--- src/rtl/rx_ts_queue_if.sv ---
// ============================================================================
// rx_ts_queue_if : capture and read-side bundle for the rx timestamp queue
// Rev 1.0
// ============================================================================
`default_nettype none

interface rx_ts_queue_if;
    logic        cap_valid_i;
    logic [79:0] cap_timestamp_i;
    logic [15:0] cap_frac_ns_i;
    logic [3:0]  cap_messageType_i;
    logic [15:0] cap_seqId_i;
    logic [79:0] cap_sourcePortIdentity_i;
    logic        rd_req_i;
    logic        rd_valid_o;
    logic [79:0] rd_timestamp_o;
    logic [15:0] rd_frac_ns_o;
    logic [3:0]  rd_messageType_o;
    logic [15:0] rd_seqId_o;
    logic [79:0] rd_sourcePortIdentity_o;

    // The queue is the slave; the parser and host side together act as master.
    modport slave (
        input  cap_valid_i, cap_timestamp_i, cap_frac_ns_i, cap_messageType_i,
               cap_seqId_i, cap_sourcePortIdentity_i, rd_req_i,
        output rd_valid_o, rd_timestamp_o, rd_frac_ns_o, rd_messageType_o,
               rd_seqId_o, rd_sourcePortIdentity_o
    );

    modport master (
        output cap_valid_i, cap_timestamp_i, cap_frac_ns_i, cap_messageType_i,
               cap_seqId_i, cap_sourcePortIdentity_i, rd_req_i,
        input  rd_valid_o, rd_timestamp_o, rd_frac_ns_o, rd_messageType_o,
               rd_seqId_o, rd_sourcePortIdentity_o
    );
endinterface

`default_nettype wire

--- src/rtl/rx_ts_queue.sv ---
// ============================================================================
// rx_ts_queue : FWFT multi-entry PTP receive-timestamp queue with type filter,
//               overflow policy, saturating overflow count and level interrupt
// Rev 1.0
// ============================================================================
`default_nettype none

module rx_ts_queue #(
    parameter int DEPTH = 8,
    parameter int AW    = 3,
    parameter int OVF_W = 16
) (
    input  logic             rx_clk,
    input  logic             rx_rst_n,
    input  logic             rx_clk_en_i,
    rx_ts_queue_if.slave     bus,
    input  logic [15:0]      msg_type_mask_i,
    input  logic             ovwr_mode_i,
    input  logic             clear_i,
    input  logic [AW:0]      int_thresh_i,
    output logic [AW:0]      level_o,
    output logic             full_o,
    output logic             empty_o,
    output logic [OVF_W-1:0] ovf_cnt_o,
    output logic             int_o
);

    localparam int          c_EW    = 196;
    localparam logic [AW:0] c_DEPTH = (AW+1)'(DEPTH);

    logic [c_EW-1:0]  mem_q [DEPTH];
    logic [AW-1:0]    wr_ptr_q, wr_ptr_d;
    logic [AW-1:0]    rd_ptr_q, rd_ptr_d;
    logic [AW:0]      level_q, level_d;
    logic [OVF_W-1:0] ovf_q, ovf_d;
    logic             int_q, int_d;

    logic             w_push;
    logic             w_pop;
    logic             w_full;
    logic             w_empty;
    logic             w_wr_en;
    logic [c_EW-1:0]  w_wr_data;
    logic [c_EW-1:0]  w_head;

    always_comb begin
        w_full    = (level_q == c_DEPTH);
        w_empty   = (level_q == '0);
        w_push    = bus.cap_valid_i & msg_type_mask_i[bus.cap_messageType_i];
        w_pop     = bus.rd_req_i & ~w_empty;
        w_wr_data = {bus.cap_timestamp_i, bus.cap_frac_ns_i, bus.cap_messageType_i,
                     bus.cap_seqId_i, bus.cap_sourcePortIdentity_i};
        w_wr_en   = 1'b0;
        wr_ptr_d  = wr_ptr_q;
        rd_ptr_d  = rd_ptr_q;
        level_d   = level_q;
        ovf_d     = ovf_q;
        int_d     = int_q;

        if (rx_clk_en_i) begin
            if (clear_i) begin
                wr_ptr_d = '0;
                rd_ptr_d = '0;
                level_d  = '0;
                ovf_d    = '0;
            end else begin
                if (w_push && (!w_full || w_pop)) begin
                    w_wr_en  = 1'b1;
                    wr_ptr_d = wr_ptr_q + AW'(1);
                    if (!w_pop) begin
                        level_d = level_q + (AW+1)'(1);
                    end
                end else if (w_push) begin
                    // Full with no pop: entry is lost either way, so it always counts.
                    if (ovf_q != {OVF_W{1'b1}}) begin
                        ovf_d = ovf_q + OVF_W'(1);
                    end
                    if (ovwr_mode_i) begin
                        w_wr_en  = 1'b1;
                        wr_ptr_d = wr_ptr_q + AW'(1);
                        rd_ptr_d = rd_ptr_q + AW'(1);
                    end
                end

                if (w_pop) begin
                    rd_ptr_d = rd_ptr_q + AW'(1);
                    if (!w_push) begin
                        level_d = level_q - (AW+1)'(1);
                    end
                end
            end
            // Interrupt follows the visible level one enabled cycle later.
            int_d = (int_thresh_i != '0) && (level_q >= int_thresh_i);
        end
    end

    always_ff @(posedge rx_clk or negedge rx_rst_n) begin
        if (!rx_rst_n) begin
            wr_ptr_q <= '0;
            rd_ptr_q <= '0;
            level_q  <= '0;
            ovf_q    <= '0;
            int_q    <= 1'b0;
        end else begin
            wr_ptr_q <= wr_ptr_d;
            rd_ptr_q <= rd_ptr_d;
            level_q  <= level_d;
            ovf_q    <= ovf_d;
            int_q    <= int_d;
        end
    end

    // Payload storage carries no reset; validity is tracked by level_q alone.
    always_ff @(posedge rx_clk) begin
        if (w_wr_en) begin
            mem_q[wr_ptr_q] <= w_wr_data;
        end
    end

    always_comb begin
        w_head = w_empty ? '0 : mem_q[rd_ptr_q];
        bus.rd_valid_o              = ~w_empty;
        bus.rd_timestamp_o          = w_head[195:116];
        bus.rd_frac_ns_o            = w_head[115:100];
        bus.rd_messageType_o        = w_head[99:96];
        bus.rd_seqId_o              = w_head[95:80];
        bus.rd_sourcePortIdentity_o = w_head[79:0];
    end

    assign level_o   = level_q;
    assign full_o    = w_full;
    assign empty_o   = w_empty;
    assign ovf_cnt_o = ovf_q;
    assign int_o     = int_q;

endmodule

`default_nettype wire
--- src/flat_wrapper.sv ---
// flat-port wrapper written by rule: the top's interface ports become plain ports
module rx_ts_queue_flat 
#(
    parameter int DEPTH = 8,
    parameter int AW    = 3,
    parameter int OVF_W = 16
)
  (rx_clk, rx_rst_n, rx_clk_en_i, msg_type_mask_i, ovwr_mode_i, clear_i, int_thresh_i, level_o, full_o, empty_o, ovf_cnt_o, int_o, bus_cap_valid_i, bus_cap_timestamp_i, bus_cap_frac_ns_i, bus_cap_messageType_i, bus_cap_seqId_i, bus_cap_sourcePortIdentity_i, bus_rd_req_i, bus_rd_valid_o, bus_rd_timestamp_o, bus_rd_frac_ns_o, bus_rd_messageType_o, bus_rd_seqId_o, bus_rd_sourcePortIdentity_o);
  rx_ts_queue_if bus_i ();
  input  logic rx_clk;
  input  logic rx_rst_n;
  input  logic rx_clk_en_i;
  input  logic [15:0] msg_type_mask_i;
  input  logic ovwr_mode_i;
  input  logic clear_i;
  input  logic [AW:0] int_thresh_i;
  output logic [AW:0] level_o;
  output logic full_o;
  output logic empty_o;
  output logic [OVF_W-1:0] ovf_cnt_o;
  output logic int_o;
  input wire logic [$bits(bus_i.cap_valid_i)-1:0] bus_cap_valid_i;
  input wire logic [$bits(bus_i.cap_timestamp_i)-1:0] bus_cap_timestamp_i;
  input wire logic [$bits(bus_i.cap_frac_ns_i)-1:0] bus_cap_frac_ns_i;
  input wire logic [$bits(bus_i.cap_messageType_i)-1:0] bus_cap_messageType_i;
  input wire logic [$bits(bus_i.cap_seqId_i)-1:0] bus_cap_seqId_i;
  input wire logic [$bits(bus_i.cap_sourcePortIdentity_i)-1:0] bus_cap_sourcePortIdentity_i;
  input wire logic [$bits(bus_i.rd_req_i)-1:0] bus_rd_req_i;
  output wire logic [$bits(bus_i.rd_valid_o)-1:0] bus_rd_valid_o;
  output wire logic [$bits(bus_i.rd_timestamp_o)-1:0] bus_rd_timestamp_o;
  output wire logic [$bits(bus_i.rd_frac_ns_o)-1:0] bus_rd_frac_ns_o;
  output wire logic [$bits(bus_i.rd_messageType_o)-1:0] bus_rd_messageType_o;
  output wire logic [$bits(bus_i.rd_seqId_o)-1:0] bus_rd_seqId_o;
  output wire logic [$bits(bus_i.rd_sourcePortIdentity_o)-1:0] bus_rd_sourcePortIdentity_o;
  assign bus_i.cap_valid_i = bus_cap_valid_i;
  assign bus_i.cap_timestamp_i = bus_cap_timestamp_i;
  assign bus_i.cap_frac_ns_i = bus_cap_frac_ns_i;
  assign bus_i.cap_messageType_i = bus_cap_messageType_i;
  assign bus_i.cap_seqId_i = bus_cap_seqId_i;
  assign bus_i.cap_sourcePortIdentity_i = bus_cap_sourcePortIdentity_i;
  assign bus_i.rd_req_i = bus_rd_req_i;
  assign bus_rd_valid_o = bus_i.rd_valid_o;
  assign bus_rd_timestamp_o = bus_i.rd_timestamp_o;
  assign bus_rd_frac_ns_o = bus_i.rd_frac_ns_o;
  assign bus_rd_messageType_o = bus_i.rd_messageType_o;
  assign bus_rd_seqId_o = bus_i.rd_seqId_o;
  assign bus_rd_sourcePortIdentity_o = bus_i.rd_sourcePortIdentity_o;
  rx_ts_queue #(.DEPTH(DEPTH), .AW(AW), .OVF_W(OVF_W)) u_core (.rx_clk(rx_clk), .rx_rst_n(rx_rst_n), .rx_clk_en_i(rx_clk_en_i), .bus(bus_i), .msg_type_mask_i(msg_type_mask_i), .ovwr_mode_i(ovwr_mode_i), .clear_i(clear_i), .int_thresh_i(int_thresh_i), .level_o(level_o), .full_o(full_o), .empty_o(empty_o), .ovf_cnt_o(ovf_cnt_o), .int_o(int_o));
endmodule
--- config.mk ---
export PLATFORM = sky130hd
export DESIGN_NAME = rx_ts_queue_flat
export DESIGN_NICKNAME = d
export VERILOG_FILES = /design/src/rtl/rx_ts_queue_if.sv /design/src/rtl/rx_ts_queue.sv /design/src/flat_wrapper.sv
export SDC_FILE = /design/constraint.sdc
export NUM_CORES = 1
export LEC_CHECK = 0
export ABC_AREA = 0
export CAP_MARGIN = 20
export CORE_AREA = 2 2 596 302
export CTS_BUF_LIST = sky130_fd_sc_hd__clkbuf_8
export CTS_CLUSTER_SIZE = 10
export DETAILED_ROUTE_END_ITERATION = 10
export DIE_AREA = 0 0 598 304
export PLACE_DENSITY_LB_ADDON = 0.08
export SYNTH_ARGS = -nofsm -noshare
export SYNTH_HDL_FRONTEND = slang
export SYNTH_SLANG_ARGS = --single-unit
--- constraint.sdc ---
create_clock -name rx_clk -period 20 [get_ports rx_clk]
set_input_delay 4 -clock rx_clk [delete_from_list [all_inputs] [get_ports rx_clk]]
set_output_delay 4 -clock rx_clk [all_outputs]
set_load 0.02 [all_outputs]
==> flow_summary.json, run 1 <==
{
  "status": "finished, final reports clean",
  "cts_buffers": 236,
  "ys_warn_count": 0,
  "cp.arrival_ns": 5.80,
  "finalNetCount": 3563,
  "cts_tree": "yes",
  "core_um2": 177500,
  "fp.dieW_um": 598,
  "via_per_inst": 5.024,
  "syn_inst": 2743,
  "insertion_delay_ns": 0.94,
  "post_cts_buffers": 0,
  "power_switching_uw": 3030,
  "first_global_vias": 32080,
  "worst_pin_slew_ns": 1.287,
  "drt_iter0_markers": 1832,
  "synth_flop_cell": "edfxtp_1",
  "fin_ws_ns": 10.20,
  "clock_sinks": 1595,
  "max-cap-violations": 0,
  "critical_path_class": "reg2out",
  "slew_violations": 0,
  "crit_top_cell": "buf_4",
  "switching_share_pct": 32.58,
  "hold_buffers": 0,
  "synth_edf_count": 1568,
  "slew_headroom_pct": 14.20,
  "gp_congestion": 0.7631,
  "cp-start-kind": "register",
  "rsz0062_at_grt": "false",
  "grt_usage_pct": 16.89,
  "path_cells": "buf_12, buf_4, buf_4, mux4_2, mux2i_1, nor2_1, clkdlybuf4s50_1",
  "power_frac_clock_pct": 25.6,
  "post-route-drc-count": 0,
  "synth-seq-area-share_pct": 77.84,
  "path_max_fanout": 111,
  "ir_drop_mv": 0.1176,
  "cp_num_buf_inv": 4,
  "drive_gt1_share_pct": 21.07,
  "fmax_mhz": 102.0,
  "p_int_uw": 6270,
  "syn-cell-area_um2": 61360,
  "slowest_stage": "dfrtp_4",
  "clk_pin_slew_ns": 0.06,
  "firstDrtPassIters": 5,
  "ys_ff_latch": 1595,
  "htree_levels": 4,
  "overflow": 0,
  "slowest_delay_ns": 0.86,
  "p_leak_uw": 0.02325,
  "post-route-min-period_ns": 9.802,
  "syn_nets": 2975,
  "grt_pass1_wl_mm": 224.6,
  "final_antenna_net_count": 0,
  "clock_skew_ns": 0.05071,
  "cp.required_ns": 16.00,
  "final.period_utilization_pct": 49.01,
  "die_y_um": 304,
  "setup_viol": 0,
  "dieArea_um2": 181800,
  "clk_path_buf_depth": 4,
  "crit_family": "buffers and inverters",
  "ys_async_sr_fraction_pct": 1.693,
  "grt_max_degree": 112,
  "area_growth_pct": 18.61,
  "wl_per_cell_um": 26.36,
  "dp_slack_ns": 10.68,
  "drt_wl_total_mm": 154.6,
  "ctsRootBufferMaster": "clkbuf_8",
  "p_per_area_nw_per_um2": 127.8,
  "rows": 110,
  "io_pins": 443,
  "io_buffers": 442,
  "via_count": 29460,
  "initial_core_util_pct": 34.56,
  "syn_area_per_cell_um2": 22.37,
  "fin_tns_setup_ns": 0,
  "comb_power_share_pct": 33.9,
  "hold_violations": 0,
  "hpwl_mm": 82.58,
  "holdCritPathClass": "reg2reg",
  "ctsResizeCount": 0,
  "critPathCaptureType": "output pin",
  "grt_antenna_before_repair": 17,
  "power_frac_seq_pct": 40.5,
  "ys_types": 64
}
==> cell usage in the layout, fill, tap and decap left out, types with 4 or more instances in the layout <==
cell type           n
dfrtp_1            24
inv_1              89
nor2_1            219
diode_2             5
and3_1              6
buf_12              7
nor4_1              4
or3_1               8
clkinv_1           65
mux2i_1           205
o21ai_0             6
a21oi_1            15
and4_1              5
clkinvlp_4          4
buf_4              44
clkdlybuf4s50_1   442
clkbuf_8          241
nand4_1             6
mux4_2            392
o211ai_1            7
edfxtp_1         1568
clkinv_2           21
nand2b_1            4
nor3_1              9
nand3_1            14
a21o_1              4
ha_1                9
nand2_1            23
==> power groups by stage <==
| stage | clock network (µW) | registers, µW | logic (µW) |
|---|---|---|---|
| final | 2380 | 3770 | 3150 |
| after global routing | 2630 | 3770 | 3370 |
| after CTS | 2490 | 3770 | 3270 |
| after detailed placement | 0 | 3840 | 3250 |
| after global placement | 0 | 3840 | 3250 |
| after floorplan | 0 | 3820 | 1850 |
==> routing by layer <==
metal	vias to the layer above	routed length [µm]	global-route usage, %
met4	20	3333	4.348
li1	12650	-	-
met1	15850	67790	22.75
met3	267	7593	3.615
met2	680	75710	27.90
met5	-	128	0
==> cell type report <==
type / instances / area [µm²]
diodes: 5 / 12.51
clock buffers: 241 / 3317
clock inverters: 173 / 787.0
fillers: 15620 / 104800
inverters: 13 / 56.30
multi-input cells: 991 / 12970
flip-flops and latches: 1595 / 47770
well taps: 2352 / 2943
repair buffers: 494 / 4922
==> cells by family after synthesis <==
group / count (synthesis) / share of synthesized area [%]
fa+ha+maj: 9 / 0.1835
simple gates: 321 / 2.329
xor+xnor: 1 / 0.01428
compound gates: 63 / 0.7851
flops: 1595 / 77.84
buf+inv: 157 / 1.117
mux: 597 / 17.73
==> cells in the mapped netlist, drive strengths merged (2+ instances only) <==
master	instances	area, µm²
edfxtp	1568	47090
mux4	392	8828
nor2	220	825.8
mux2i	205	2052
buf	81	390.4
clkbuf	63	246.5
dfrtp	27	675.7
nand2	23	86.33
a21oi	16	83.83
nand3	14	70.07
inv	12	45.04
nor3	11	55.05
ha	9	112.6
or3	8	50.05
and3	7	43.79
o211ai	7	52.55
o21ai	7	46.30
and4	6	55.05
nand4	6	37.54
nor3b	6	60.06
a21o	4	30.03
nand2b	4	25.02
nor4	4	25.02
a221o	3	30.03
and2b	3	25.03
o311ai	3	26.28
a211o	2	17.52
a211oi	2	15.01
a32oi	2	17.52
a41oi	2	17.52
and2	2	12.51
nor2b	2	15.02
o2111ai	2	35.04
o21a	2	15.01
o31ai	2	15.01
==> path summary, 6_finish.rpt <==
kind | from | to | slack (ns) | cells past startpoint
max in group asynchronous | rx_rst_n | u_core.rd_ptr_q[0]$_DFFE_PN0P_ | 16.17 | 2
min | u_core.int_o$_DFFE_PN0P_ | u_core.int_o$_DFFE_PN0P_ | 0.49 | 1
min reg2reg | u_core.int_o$_DFFE_PN0P_ | u_core.int_o$_DFFE_PN0P_ | 0.49 | 1
max | u_core.rd_ptr_q[0]$_DFFE_PN0P_ | bus_rd_timestamp_o[27] | 10.20 | 7
min in group asynchronous | rx_rst_n | u_core.ovf_cnt_o[3]$_DFFE_PN0P_ | 3.49 | 2
max reg2reg | u_core.level_o[0]$_DFFE_PN0P_ | u_core.mem_q[0][37]$_DFFE_PP_ | 15.23 | 11
==> through the flow <==
step	area (µm²)	utilization, %	hold slack [ns]	total power [µW]	cells
2_1_floorplan	61360	-	0.5419	5675	2743
3_3_place_gp	68630	38.66	0.4818	7086	5444
3_5_place_dp	68630	38.66	0.4748	7094	5444
4_1_cts	72740	40.97	0.4896	9521	5858
5_1_grt	72780	40.99	0.5204	9771	5864
6_report	72780	40.99	0.4883	9301	5864
==> registers in the layout, summed over array words and instances (netlist names) <==
register and count:
u_core.int_o 1, u_core.level_o 4, u_core.mem_q 1568, u_core.ovf_cnt_o 16, u_core.rd_ptr_q 3, u_core.wr_ptr_q 3
Power figures use the tool's default switching activity.
==> inputs of run 2 (changes only) <==
- clock period: 20 -> 8.1 ns (I/O delays scaled with it)
==> run 2 against run 1 <==
- via count rose by 0.51%
- register-to-register slack got worse by 11 ns
- clock skew rose by 0.030 ns
- wire length rose by 1.1%
- cell count rose by 0.29%
- power rose to 2.5 times the previous value
- critical path depth fell by 1
- die area did not move
- sequential share of layout area fell by 0.49 points
- first-iteration DRC count fell by 0.82%
- worst hold slack improved by 0.0085 ns
- critical endpoint is now bus_rd_timestamp_o[46]
- highest routed layer unchanged
==> flow_summary.json, run 2 (synthesized netlist as in run 1, its figures left out) <==
{
  "grt_pass1_wl_mm": 227.0,
  "slew_headroom_pct": 30.03,
  "initial_core_util_pct": 34.56,
  "max-cap-violations": 0,
  "largest_register_ffs": 1568,
  "finish.instance_area_um2": 73320,
  "final_cell_mix": "1568 x edfxtp_1, 442 x clkdlybuf4s50_1, 392 x mux4_2",
  "hold_buffers": 0,
  "ctsResizeCount": 0,
  "fmax_mhz": 164.5,
  "final_antenna_net_count": 0,
  "ff_latch_area_um2": 47770,
  "path_max_fanout": 54,
  "rows": 110,
  "regMostFlops": "u_core.mem_q",
  "hpwl_mm": 83.89,
  "via_count": 29610,
  "clock_sinks": 1595,
  "area_growth_pct": 19.50,
  "wl_per_cell_um": 26.56,
  "hold_start": "u_core.int_o$_DFFE_PN0P_",
  "fin_ws_ns": 2.021,
  "finalPower_uw": 23300,
  "clk_path_buf_depth": 4,
  "grt_antenna_before_repair": 23,
  "min_to": "u_core.int_o$_DFFE_PN0P_",
  "worst_pin_slew_ns": 1.050,
  "post-route-drc-count": 0,
  "cp.arrival_ns": 4.46,
  "reg2reg_from": "u_core.level_o[0]$_DFFE_PN0P_",
  "finalNetCount": 3572,
  "cts_tree": "yes",
  "hold_violations": 0,
  "dieArea_um2": 181800,
  "fillCellCount": 15560,
  "hold-path-cell-count": 1,
  "fp.dieW_um": 598,
  "cp-start-kind": "register",
  "rsz0062_at_grt": "false",
  "grt_max_degree": 95,
  "r2r-end": "u_core.mem_q[6][87]$_DFFE_PP_",
  "slew_violations": 0,
  "cts_buffers": 239,
  "grt_usage_pct": 17.10,
  "drt_wl_total_mm": 156.2,
  "p_leak_uw": 0.02341,
  "r2r_slack_ns": 4.29,
  "post_dp_cell_area_um2": 69000,
  "gp_congestion": 0.7483,
  "clock_skew_ns": 0.08046,
  "critPathCaptureType": "output pin",
  "drive_gt1_share_pct": 21.74,
  "p_per_area_nw_per_um2": 317.8,
  "firstDrtPassIters": 5,
  "cp.required_ns": 6.48,
  "status": "finished, final reports clean",
  "post_cts_buffers": 0,
  "final_common_cell": "edfxtp_1",
  "drt_iter0_markers": 1817,
  "io_pins": 443,
  "dp_slack_ns": 2.255,
  "rr_worst_depth": 10,
  "setup_viol": 0,
  "io_buffers": 442,
  "first_global_vias": 32430,
  "clk_pin_slew_ns": 0.07,
  "via_per_inst": 5.035,
  "ir_drop_mv": 0.3446,
  "ctsRootBufferMaster": "clkbuf_8",
  "critical_path_class": "reg2out",
  "post-route-min-period_ns": 6.079,
  "htree_levels": 4,
  "insertion_delay_ns": 0.94,
  "final.period_utilization_pct": 75.05,
  "overflow": 0,
  "holdCritPathClass": "reg2reg",
  "die_y_um": 304,
  "core_um2": 177500,
  "multi_input_area_um2": 13010
}
-- run 2: cell types whose count changed in the layout (fill, tap and decap cells not counted), sizes merged --
cell      delta
inv         -19
buf          +6
clkinvlp     -2
clkinv      +25
clkbuf       +1
bufinv       +6
-- run 2: stage by stage --
stage               util (%)  hold WS, ns  cells  TNS (ns)
floorplan                  -       0.5936   2743  -1179.90
global placement       38.85       0.4835   5450         0
detailed placement     38.86       0.4861   5451         0
CTS                    41.29       0.5024   5876         0
global route           41.30       0.5066   5880         0
finish                 41.30       0.4969   5881         0
-- run 2: worst max path at each step --
stage	startpoint	end	slack, ns	depth (start not counted)
6_report	u_core.rd_ptr_q[1]$_DFFE_PN0P_	bus_rd_timestamp_o[46]	2.02	6
5_1_grt	u_core.rd_ptr_q[1]$_DFFE_PN0P_	bus_rd_timestamp_o[55]	1.72	6
4_1_cts	u_core.rd_ptr_q[1]$_DFFE_PN0P_	bus_rd_timestamp_o[46]	1.78	6
3_5_place_dp	bus_cap_messageType_i[2]	u_core.mem_q[6][103]$_DFFE_PP_	2.25	9
3_3_place_gp	bus_cap_messageType_i[2]	u_core.mem_q[6][95]$_DFFE_PP_	2.28	9
2_1_floorplan	bus_cap_messageType_i[2]	u_core.mem_q[1][0]$_DFFE_PP_	-2.77	7
-- run 2: power breakdown --
part	leakage [µW]	internal, µW	total [µW]	switching, µW
registers	0.0145	9180	9320	145
logic	0.00649	3520	7820	4300
clock network	0.00245	3050	6160	3110
total	0.0234	15700	23300	7560
-- run 2: layer usage --
metal	track usage, %	vias to the layer above	part of all wire [%]
met1	22.67	16000	44
met2	28.86	638	50
met3	3.466	281	4.3
met4	4.235	14	2.1
li1	-	12680	-
met5	0	-	0.057
-- run 2: layout make-up --
cell class | instances | area share [%]
Sequential cell | 1595 | 65.15
Multi-Input combinational cell | 991 | 17.74
Timing Repair Buffer | 500 | 7.116
Clock buffer | 242 | 4.543
Tap cell | 2352 | 4.014
Clock inverter | 183 | 1.338
Inverter | 13 | 0.07679
Antenna cell | 5 | 0.01706
-- run 2: worst max-delay path: stages (launching register included) --
cell             delay, ns
dfrtp_4               1.06
buf_4                 0.47
buf_4                 0.53
mux4_2                0.40
mux2i_1               0.24
nor2_1                0.11
clkdlybuf4s50_1       0.59
==> inputs of run 3 (changes only) <==
- clock period: 8.1 -> 5.8 ns (I/O delays scaled with it)
==> run 3 against run 2 <==
- combinational power rose by 41%
- register-to-register slack got worse by 1.8 ns
- sequential power rose by 39%
- first-iteration DRC count rose by 22%
- worst hold slack improved by 0.0097 ns
- highest routed layer unchanged
==> flow_summary.json, run 3 (synthesized netlist as in run 1, its figures left out) <==
{
  "power_frac_seq_pct": 39.9,
  "wl_per_cell_um": 26.27,
  "rsz0062_at_grt": "false",
  "fillCellCount": 15530,
  "post_cts_buffers": 0,
  "finish.instance_area_um2": 73750,
  "grt_pass1_wl_mm": 224.0,
  "drt_wl_total_mm": 154.8,
  "dieArea_um2": 181800,
  "cp.required_ns": 4.64,
  "gp_congestion": 0.7528,
  "grt_antenna_before_repair": 20,
  "power_frac_clock_pct": 26.4,
  "via_count": 29510,
  "slew_violations": 0,
  "area_growth_pct": 20.20,
  "drive_gt1_share_pct": 22.26,
  "clock_skew_ns": 0.04734,
  "io_pins": 443,
  "largest_register_ffs": 1568,
  "post_dp_cell_area_um2": 69420,
  "grt_usage_pct": 16.91,
  "fp.dieW_um": 598,
  "grt_max_degree": 115,
  "slowest_delay_ns": 0.86,
  "status": "finished, final reports clean",
  "switching_share_pct": 32.17,
  "finalNetCount": 3595,
  "ctsResizeCount": 0,
  "setup_viol": 0,
  "clk_path_buf_depth": 4,
  "comb_power_share_pct": 33.7,
  "final_common_cell": "edfxtp_1",
  "regMostFlops": "u_core.mem_q",
  "hold_violations": 0,
  "ctsRootBufferMaster": "clkbuf_8",
  "p_leak_uw": 0.02365,
  "post-route-min-period_ns": 5.235,
  "slew_headroom_pct": 32.82,
  "first_global_vias": 31890,
  "clock_sinks": 1595,
  "crit_family": "buffers and inverters",
  "ir_drop_mv": 0.3470,
  "htree_levels": 4,
  "finalHoldWorstSlack_ns": 0.5066,
  "post-route-drc-count": 0,
  "via_per_inst": 5.006,
  "cts_buffers": 233,
  "rows": 110,
  "critPathCaptureType": "output pin",
  "cp_num_buf_inv": 3,
  "fin_util_pct": 41.54,
  "fmax_mhz": 191.0,
  "hold_buffers": 0,
  "die_y_um": 304,
  "initial_core_util_pct": 34.56,
  "slowest_stage": "dfrtp_4",
  "core_um2": 177500,
  "insertion_delay_ns": 0.90,
  "firstDrtPassIters": 5,
  "overflow": 0,
  "path_max_fanout": 54,
  "hpwl_mm": 86.39,
  "worst_pin_slew_ns": 1.008,
  "power_switching_uw": 10530,
  "io_buffers": 442,
  "holdCritPathClass": "reg2reg",
  "p_per_area_nw_per_um2": 443.8,
  "cp.arrival_ns": 4.08,
  "cp-start-kind": "register",
  "critical_path_class": "reg2out",
  "p_int_uw": 22200,
  "drt_iter0_markers": 2210,
  "max-cap-violations": 0,
  "path_cells": "buf_12, buf_4, mux4_2, mux2i_1, nor2_1, clkdlybuf4s50_1",
  "final.period_utilization_pct": 90.26,
  "final_cell_mix": "1568 x edfxtp_1, 442 x clkdlybuf4s50_1, 392 x mux4_2",
  "cts_tree": "yes",
  "clk_pin_slew_ns": 0.07,
  "final_antenna_net_count": 0
}
run 3: changes by cell type in the layout (fill, tap and decap cells not counted), moves of 3 or more:
| cell | before | now |
|---|---|---|
| buf_12 | 27 | 45 |
| buf_4 | 30 | 42 |
| bufinv_16 | 9 | 12 |
| clkinv_1 | 75 | 52 |
| clkinv_2 | 36 | 24 |
| inv_1 | 72 | 86 |
run 3: per-stage QoR:
step	cells	setup slack, ns	total power [µW]	TNS [ns]
floorplan	2743	-1.945	19560	-2103.31
global placement	5480	0.8150	24630	0
detailed placement	5480	0.8228	24660	0
CTS	5888	0.3137	33460	0
global route	5893	0.2331	34330	0
finish	5895	0.5650	32730	0
run 3: worst paths after layout:
path                       depth (start not counted)                         endpoint                           start  slack, ns
setup / recovery                                   6  bus_rd_sourcePortIdentity_o[47]  u_core.rd_ptr_q[0]$_DFFE_PN0P_       0.56
hold / removal                                     1         u_core.int_o$_DFFE_PN0P_        u_core.int_o$_DFFE_PN0P_       0.51
setup reg to reg                                   9   u_core.mem_q[0][135]$_DFFE_PP_   u_core.level_o[0]$_DFFE_PN0P_       2.47
hold reg to reg                                    1         u_core.int_o$_DFFE_PN0P_        u_core.int_o$_DFFE_PN0P_       0.51
max in group asynchronous                          2   u_core.rd_ptr_q[0]$_DFFE_PN0P_                        rx_rst_n       4.83
min in group asynchronous                          2  u_core.ovf_cnt_o[5]$_DFFE_PN0P_                        rx_rst_n       0.64
run 3: power by group through the flow:
| stage | combinational, µW | clock [µW] | sequential, µW |
|---|---|---|---|
| 2_1_floorplan | 6390 | 0 | 13200 |
| 3_3_place_gp | 11300 | 0 | 13300 |
| 3_5_place_dp | 11400 | 0 | 13300 |
| 4_1_cts | 11400 | 9000 | 13100 |
| 5_1_grt | 11800 | 9490 | 13100 |
| 6_report | 11000 | 8650 | 13000 |
run 3: worst reg2reg max path: cells and delay by family (launching register included):
kind / cells / cell delay (ns)
buffers and inverters: 2 / 0.65
AO/OA/AOI/OAI: 1 / 0.20
AND/OR/NAND/NOR: 5 / 1.30
flip-flops: 1 / 0.46
adder cells (fa/ha/maj): 1 / 0.25
run 3: layout make-up:
type,count,area (µm²),share of cell area [%]
sequential,1595,47770,64.77
timing repair buffer,529,5640,7.648
inverter,13,56.30,0.07634
tap,2352,2943,3.990
clock inverter,166,985.9,1.337
antenna,7,17.52,0.02375
clock buffer,242,3331,4.516
multi-input combinational,991,13010,17.64
run 3: layer usage:
| layer | wire length (µm) | part of all wire (%) | GRT usage, % |
|---|---|---|---|
| met2 | 75430 | 49 | 27.75 |
| met1 | 68730 | 44 | 22.92 |
| met5 | 88 | 0.057 | 0 |
| met3 | 7183 | 4.6 | 3.629 |
| met4 | 3408 | 2.2 | 4.318 |
==> RTL edit: new RTL, settings of run 2 <==
Add an input register stage for `ovwr_mode_i` and `int_thresh_i`; this delays them by one clock. The other inputs are not delayed to match.
--- a/src/rtl/rx_ts_queue.sv
+++ b/src/rtl/rx_ts_queue.sv
@@ -28,4 +28,12 @@
     localparam int          c_EW    = 196;
     localparam logic [AW:0] c_DEPTH = (AW+1)'(DEPTH);
+
+    logic ovwr_mode_q;
+    logic [AW:0] int_thresh_q;
+
+    always_ff @(posedge rx_clk) begin
+        ovwr_mode_q  <= ovwr_mode_i;
+        int_thresh_q <= int_thresh_i;
+    end
 
     logic [c_EW-1:0]  mem_q [DEPTH];
@@ -76,5 +84,5 @@
                         ovf_d = ovf_q + OVF_W'(1);
                     end
-                    if (ovwr_mode_i) begin
+                    if (ovwr_mode_q) begin
                         w_wr_en  = 1'b1;
                         wr_ptr_d = wr_ptr_q + AW'(1);
@@ -91,5 +99,5 @@
             end
             // Interrupt follows the visible level one enabled cycle later.
-            int_d = (int_thresh_i != '0) && (level_q >= int_thresh_i);
+            int_d = (int_thresh_q != '0) && (level_q >= int_thresh_q);
         end
     end
Function: not settled (the Yosys comparison gave no result); the edit may change what the design does.
==> RTL edit against run 2 <==
Largest power group unchanged. Clock skew fell by 0.029 ns. Setup slack improved by 0.12 ns. Sequential cell count grew 5. Largest cell class unchanged. Power down 12%. Sequential power about the same. Fmax increased by 2.0%. Routed wire length is 2.4% lower. Count of clock-buffer cells in the layout unchanged. Sequential share of layout area increased by 0.16 points. Area after synthesis about the same. Design area hardly changed. Die area unchanged. Via count fell by 0.59%.
==> RTL edit: results (changes against run 2) <==
- Status: finished, final reports clean
- DP HPWL: 79700 um (-5.0%)
- Vias/cell: 5.03 (-0.19%)
- Layout cell share with drive strength beyond 1: 21.5% (-0.26 points)
- Vias in the first global route: 32200 (-0.77%)
- CP Max Fanout: 102 (+89%)
- Filler instances: 15500 (-0.46%)
- Worst-case reg-to-reg path depth: 8 (-2)
- Top post-synthesis cells by count: 1568 x edfxtp_1, 392 x mux4_2, 212 x nor2_1
- First-pass GRT wire length: 222000 um (-2.3%)
- Critical path endpoint: bus_rd_frac_ns_o[11]
- Wire length per cell: 26.0 um (-2.0%)
- Final net count: 3552 (-0.56%)
- Ys async rst share: 1.69% (-0.0053 points)
- Pre-CTS WS: 2.35 ns (+0.0967 ns)
- # Post-CTS Setup Buffers: 0 (unchanged)
- Critical path data arrival time: 4.34 ns (-0.12 ns)
- Critical path launch point: u_core.rd_ptr_q[0]$_DFFE_PN0P_
- Final Hold Viols: 0 (unchanged)
- Max_slew headroom: 30.3% (+0.23 points)
- Pin count of the biggest net entering global routing: 123 (+29%)
- Worst Hold Launch: u_core.int_o$_DFFE_PN0P_
- Hold/Removal Path Class: reg -> reg
- Reg clk slew, reported paths: 0.06 ns
- Max VDD drop: 0.162 mV (-53%)
- GPL Wtd Cong: 0.757 (+1.1%)
- Total GRT Usage: 16.6% (-0.45 points)
- Placed Instances: 5431 (-0.37%)
- Starting DRT DRC Count: 2041 (+12%)
- Reg-to-reg endpoint: u_core.mem_q[0][15]$_DFFE_PP_
- Unique masters post-synth: 54 (-16%)
- Register area share after synthesis: 78.0% (+0.20 points)
- Vias: 29400 (-0.59%)
- LEAKAGE: 24.0 nW (+2.7%)
- Slowest stage delay, CP: 0.98 ns (-0.08 ns)
- Initial antenna violation count: 13 (-43%)
- Synth area leaders: edfxtp_1 77%, mux4_2 14%, mux2i_1 3.3%
- Clock skew: 0.0510 ns (-0.0295 ns)
- Synth Net Count: 2972 (-0.10%)
- Clock latency on the worst-skew pair: 0.93 ns
- Reg2reg setup slack: 4.69 ns (+0.40 ns)
- Min Hold Slack: 0.493 ns (-0.00373 ns)
- Sw Ratio: 28.7% (-3.7 points)
- Min Tclk post-route: 5.96 ns (-0.122 ns)
- Mean Syn Cell Area: 22.4 um^2 (about the same)
==> RTL edit: metal layers <==
layer	global-route usage, %	routed length (um)
met5	0	78
met4	4.09	3260
met3	3.16	6370
met2	28.2	76300
met1	22.1	66400
==> RTL edit: layout make-up <==
type                       count  area [um^2]  area share (%)
multi-input combinational    978        12900            17.6
inverter                      15         71.3          0.0973
tap                         2352         2940            4.02
timing repair buffer         486         5090            6.95
sequential                  1600        47900            65.3
antenna                        4         10.0          0.0137
clock inverter               180         1060            1.45
clock buffer                 242         3330            4.54
==> RTL edit: stage by stage <==
| stage | TNS (ns) | cell area [um^2] | utilization, % | power [mW] |
|---|---|---|---|---|
| after floorplan | -765.07 | 61500 | - | 12.4 |
| after global placement | 0 | 68900 | 38.8 | 14.6 |
| after detailed placement | 0 | 68900 | 38.8 | 14.7 |
| after CTS | 0 | 73300 | 41.3 | 21.0 |
| after global routing | 0 | 73300 | 41.3 | 21.6 |
| final | 0 | 73300 | 41.3 | 20.6 |
==> RTL edit: kinds of logic (layout without fill, tap and decap cells) <==
kind of cell	count (synthesis)	in the layout	share of synthesized area, %
DFF	1600	1600	78.0
muxes	599	599	17.8
and+or+nand+nor	298	298	2.10
buffers and inverters	162	923	1.09
AOI/OAI and AO/OA	72	72	0.816
adders and majority gates	9	9	0.184
other	0	4	0
==> RTL edit: power groups by stage <==
| stage | Combinational (mW) | Clock (mW) | Sequential [mW] |
|---|---|---|---|
| 2_1_floorplan | 2.98 | 0 | 9.43 |
| 3_3_place_gp | 5.16 | 0 | 9.48 |
| 3_5_place_dp | 5.17 | 0 | 9.49 |
| 4_1_cts | 5.19 | 6.50 | 9.31 |
| 5_1_grt | 5.38 | 6.85 | 9.31 |
| 6_report | 5.03 | 6.25 | 9.31 |
